`config.mk`:
```
export PLATFORM = sky130hd
export DESIGN_NAME = button_pulse_gen
export DESIGN_NICKNAME = d
export VERILOG_FILES = /design/src/rtl/button_pkg.sv /design/src/rtl/btn_sync.sv /design/src/rtl/button_pulse_gen.sv
export SDC_FILE = /design/constraint.sdc
export NUM_CORES = 1
export LEC_CHECK = 0
export CAP_MARGIN = 20
export CORE_UTILIZATION = 30
export CTS_CLUSTER_SIZE = 20
export DETAILED_ROUTE_END_ITERATION = 16
export PLACE_DENSITY_LB_ADDON = 0.25
export SLEW_MARGIN = 40
export SYNTH_ARGS = -nofsm -noshare
export SYNTH_HDL_FRONTEND = slang
export SYNTH_SLANG_ARGS = --single-unit
```
`constraint.sdc`:
```
create_clock -name clk -period 3.1 [get_ports clk]
set_clock_uncertainty 0.1 [all_clocks]
set_input_delay 0.31 -clock clk [delete_from_list [all_inputs] [get_ports clk]]
set_output_delay 0.31 -clock clk [all_outputs]
set_load 0.02 [all_outputs]
```
`src/rtl/button_pkg.sv`:
```
// Shared types and sizing helpers for the pushbutton front end.
package button_pkg;

    typedef enum logic [1:0] {
        IDLE     = 2'd0,
        PRESS_DB = 2'd1,
        HELD     = 2'd2,
        REL_DB   = 2'd3
    } state_e;

    // Counter width wide enough for the largest of the three timing parameters.
    function automatic int unsigned cnt_w(input int unsigned a,
                                          input int unsigned b,
                                          input int unsigned c);
        int unsigned m;
        m = a;
        if (b > m) m = b;
        if (c > m) m = c;
        return $clog2(m) + 1;
    endfunction

endpackage

```
`src/rtl/btn_sync.sv`:
```
// Two-flop synchroniser for an asynchronous pad, with a selectable reset level.
module btn_sync #(
    parameter logic RST_VAL = 1'b1
) (
    input  logic clk_i,
    input  logic rst_ni,
    input  logic d_i,
    output logic q_o
);

    logic [1:0] sync_q;

    always_ff @(posedge clk_i) begin
        if (!rst_ni) sync_q <= {2{RST_VAL}};
        else         sync_q <= {sync_q[0], d_i};
    end

    assign q_o = sync_q[1];

endmodule

```
`src/rtl/button_pulse_gen.sv`:
```
// Debounced pushbutton front end: press/release/auto-repeat strobes plus an
// active-low increment strobe for the digit counter.
module button_pulse_gen
    import button_pkg::*;
#(
    parameter int unsigned DEBOUNCE_CYCLES = 1_000_000,
    parameter int unsigned REPEAT_DELAY    = 25_000_000,
    parameter int unsigned REPEAT_PERIOD   = 5_000_000,
    parameter bit          REPEAT_EN       = 1'b1
) (
    input  logic clk,
    input  logic rst,
    input  logic btn_n,
    output logic btn_level,
    output logic press_pulse,
    output logic release_pulse,
    output logic repeat_pulse,
    output logic increment
);

    localparam int unsigned CW = cnt_w(DEBOUNCE_CYCLES, REPEAT_DELAY, REPEAT_PERIOD);
    localparam logic [CW-1:0] DB_LAST = CW'(DEBOUNCE_CYCLES - 1);
    localparam logic [CW-1:0] RD_LAST = CW'(REPEAT_DELAY - 1);
    localparam logic [CW-1:0] RP_LAST = CW'(REPEAT_PERIOD - 1);

    logic pad_s;

    // Pad idles released (high) so reset never looks like a press.
    btn_sync #(.RST_VAL(1'b1)) u_sync (
        .clk_i  (clk),
        .rst_ni (rst),
        .d_i    (btn_n),
        .q_o    (pad_s)
    );

    state_e        state_q, state_d;
    logic [CW-1:0] db_q, db_d;
    logic [CW-1:0] rpt_q, rpt_d;
    logic          first_q, first_d;
    logic          level_q, level_d;
    logic          press_q, press_d;
    logic          rel_q, rel_d;
    logic          rep_q, rep_d;

    logic [CW-1:0] rpt_last;
    logic          rpt_exp;
    logic          db_done;

    always_ff @(posedge clk) begin
        if (!rst) begin
            state_q <= IDLE;
            db_q    <= '0;
            rpt_q   <= '0;
            first_q <= 1'b1;
            level_q <= 1'b0;
            press_q <= 1'b0;
            rel_q   <= 1'b0;
            rep_q   <= 1'b0;
        end else begin
            state_q <= state_d;
            db_q    <= db_d;
            rpt_q   <= rpt_d;
            first_q <= first_d;
            level_q <= level_d;
            press_q <= press_d;
            rel_q   <= rel_d;
            rep_q   <= rep_d;
        end
    end

    always_comb begin
        state_d  = state_q;
        db_d     = db_q;
        rpt_d    = rpt_q;
        first_d  = first_q;
        level_d  = level_q;
        press_d  = 1'b0;
        rel_d    = 1'b0;
        rep_d    = 1'b0;
        rpt_last = first_q ? RD_LAST : RP_LAST;
        rpt_exp  = (rpt_q >= rpt_last);
        db_done  = (db_q >= DB_LAST);

        unique case (state_q)
            IDLE: begin
                if (!pad_s) begin
                    state_d = PRESS_DB;
                    db_d    = '0;
                end
            end
            PRESS_DB: begin
                if (pad_s) begin
                    state_d = IDLE;
                end else if (db_done) begin
                    state_d = HELD;
                    press_d = 1'b1;
                    level_d = 1'b1;
                    rpt_d   = '0;
                    first_d = 1'b1;
                end else begin
                    db_d = db_q + 1'b1;
                end
            end
            HELD: begin
                // A release seen on an expiry edge freezes the timer at expiry,
                // so the pulse is taken on the next HELD cycle instead.
                if (pad_s) begin
                    state_d = REL_DB;
                    db_d    = '0;
                end else if (REPEAT_EN) begin
                    if (rpt_exp) begin
                        rep_d   = 1'b1;
                        rpt_d   = '0;
                        first_d = 1'b0;
                    end else begin
                        rpt_d = rpt_q + 1'b1;
                    end
                end
            end
            REL_DB: begin
                if (!pad_s) begin
                    state_d = HELD;
                end else if (db_done) begin
                    state_d = IDLE;
                    rel_d   = 1'b1;
                    level_d = 1'b0;
                end else begin
                    db_d = db_q + 1'b1;
                end
            end
            default: state_d = IDLE;
        endcase
    end

    assign btn_level     = level_q;
    assign press_pulse   = press_q;
    assign release_pulse = rel_q;
    assign repeat_pulse  = rep_q;
    assign increment     = ~(press_q | rep_q);

endmodule

```
==> impl_metrics.py <==
metrics = {
    "power": {
        "power.density_nw_per_um2": 417,
        "peakVddDrop_mv": 0.261,
        "leakage_nw": 1.26,
    },
    "floorplan": {
        "num_rows": 37,
        "num_io_pins": 8,
        "initial_core_util_pct": 31.3,
        "core-area_sq_um": 10400,
        "die-area_sq_um": 11300,
        "fp.dieH_um": 106,
        "die_w_um": 106,
    },
    "cts": {
        "cts_hold_buf": 0,
        "numCtsBuffers": 9,
        "clock_latency_ns": 0.36,
        "cts_root_buffer": "clkbuf_8",
        "clkTransAtPathRegs_ns": 0.07,
        "cts-htree-levels": 3,
        "cts_resized": 0,
        "clk_path_buf_depth": 2,
        "cts.sinks": 61,
        "cts_tree": "done",
        "post_cts_buffers": 0,
    },
    "synthesis": {
        "ys_ff_latch": 61,
        "yosysWarnings": 0,
        "synth.distinct_cells": 57,
        "synth_top_area_share_pct": 37.4,
        "syn_nets": 396,
        "synth_area_per_cell_sq_um": 8.52,
        "ys_seq_area_share_pct": 37.4,
        "synthFlopType": "dfxtp_1",
        "synth_edf_count": 0,
        "synth_top_area_cell": "dfxtp_1",
        "synth_cells": 383,
        "syn-cell-area_sq_um": 3260,
        "async_flop_share_pct": 0,
        "synth_area_leaders": "dfxtp_1, a31oi_1, nand2_1",
    },
    "cells_and_area": {
        "synthToLayoutAreaGrowth_pct": 13.3,
        "layout_commonest_cell": "dfxtp_1",
        "final_cell_mix": "dfxtp_1, nand2_1, nand3_1, a31oi_1, nor2_1",
        "fin_nets": 406,
        "drive_gt1_share_pct": 8.82,
        "final_cells": 533,
        "antenna_cells": 0,
    },
    "worst_setup_path": {
        "path_class": "reg2reg",
        "path_max_fanout": 17,
        "start_kind": "flop",
        "arrival_ns": 2.79,
        "crit_required_ns": 3.29,
        "cp_top_family": "compound AO/OA/AOI/OAI gates",
        "cp_cell_sequence": "inv_1 -> ha_1 -> a211oi_1 -> o21ai_0 -> a311o_1 -> o32ai_4 -> buf_4 -> a41oi_1 -> a31oi_1",
        "slowest_delay_ns": 0.38,
        "cpMaxStageDelayCell": "dfxtp_1",
        "end_kind": "flop",
        "cp_num_buf_inv": 2,
    },
    "place": {
        "hpwl_mm": 5.72,
        "dp.cells": 518,
        "gp_congestion": 0.816,
        "io_buffers": 7,
    },
    "timing": {
        "relSlewSlack_pct": 61.1,
        "finalCriticalPeriod_ns": 2.61,
        "tns_ns": 0,
        "worstMarginPinSlew_ns": 0.578,
        "post-route-period-util_pct": 84.1,
        "finalSetupViolCount": 0,
        "maxSlewViolCount": 0,
        "hold_violations": 0,
        "clock.fmax_mhz": 383,
        "rsz0062_at_grt": "no",
    },
    "grt": {
        "grt_max_degree": 25,
        "antenna_found_initial": 0,
        "grt_usage_pct": 15.8,
        "first_global_vias": 2926,
        "grt_pass1_wl_mm": 14.1,
        "overflow": 0,
    },
    "drt": {
        "wire_per_inst_um": 15.4,
        "initialDrtViolationCount": 176,
        "num_vias": 3021,
        "drc": 0,
        "wl_mm": 8.20,
        "detail-route-antenna-nets": 0,
        "drt-pass1-iter-count": 4,
        "vias_per_cell": 5.67,
    },
    "status": {
        "outcome": "finished, final reports clean",
    },
    "job": {
        "max-cap-violations": 0,
    },
    "min_path": {
        "hold_class": "reg2reg",
    },
}
-- power by group --
group	internal (mW)	switching, mW	total, mW
Clock	0.407	0.317	0.724
Sequential	0.785	0.00231	0.787
Combinational	0.0106	0.0198	0.0304
Total	1.20	0.339	1.54
-- area by class of cell --
type	count	area [sq um]
Inverter	5	18.8
Multi-Input combinational cell	299	1940
Timing Repair Buffer	17	145
Clock buffer	11	151
Clock inverter	4	47.5
Fill cell	1078	6720
Sequential cell	61	1220
Tap cell	136	170
-- worst reg2reg max path: stages, from the launching register on --
cell      delay [ns]
dfxtp_1         0.38
inv_1           0.15
ha_1            0.32
a211oi_1        0.24
o21ai_0         0.25
a311o_1         0.37
o32ai_4         0.13
buf_4           0.28
a41oi_1         0.15
a31oi_1         0.15
-- cell usage after synthesis, types with 9 or more instances --
library cell and instances:
and3_1 9, and2_1 14, or4_1 9, a21oi_1 18, nor2_1 21, nand2_1 36, ha_1 10, dfxtp_1 61
nand2b_1 11, o31ai_1 11, a31oi_1 22, o21ai_0 12, clkbuf_1 9, nand3_1 25
-- path summary, 6_finish.rpt --
check | end | startpoint | depth (start not counted) | slack [ns]
max reg2reg | rpt_q[21] | first_q | 9 | 0.49
max | rpt_q[21] | first_q | 9 | 0.49
min | u_sync.sync_q[1] | u_sync.sync_q[0] | 1 | 0.32
min reg2reg | u_sync.sync_q[1] | u_sync.sync_q[0] | 1 | 0.32
-- registers in the layout, indices dropped and copies added, names as in the netlist, named ones only --
| name | flops |
|---|---|
| db_q | 26 |
| btn_level | 1 |
| state_q | 1 |
| rpt_q | 26 |
| release_pulse | 1 |
| press_pulse | 1 |
| repeat_pulse | 1 |
| u_sync.sync_q | 2 |
| first_q | 1 |
-- kinds of logic (layout without fill, tap and decap cells) --
family,Yosys count,after routing,synth area share [%]
fa+ha+maj,10,10,3.83
mux,1,1,0.307
compound gates,112,112,24.7
xor+xnor,8,8,2.15
buf+inv,23,37,3.03
simple gates,168,168,28.6
flops,61,61,37.4
-- stage by stage --
stage / hold WS, ns / setup slack, ns / utilization (%) / power, mW / cell area, sq um
floorplan: 0.286 / 0.698 / - / 0.824 / 3260
global placement: 0.297 / 0.561 / 33.6 / 0.836 / 3500
detailed placement: 0.303 / 0.524 / 33.6 / 0.836 / 3500
CTS: 0.322 / 0.502 / 35.5 / 1.56 / 3700
global route: 0.361 / 0.219 / 35.5 / 1.60 / 3700
finish: 0.324 / 0.492 / 35.5 / 1.54 / 3700
-- routing by layer --
metal | track usage (%) | vias to the layer above | wire [um]
li1 | - | 1503 | -
met1 | 19.8 | 1461 | 3880
met2 | 25.6 | 44 | 3840
met3 | 4.23 | 13 | 326
met4 | 6.65 | 0 | 163
met5 | 0 | - | 0
No activity file was read; power rests on OpenSTA's default activity.
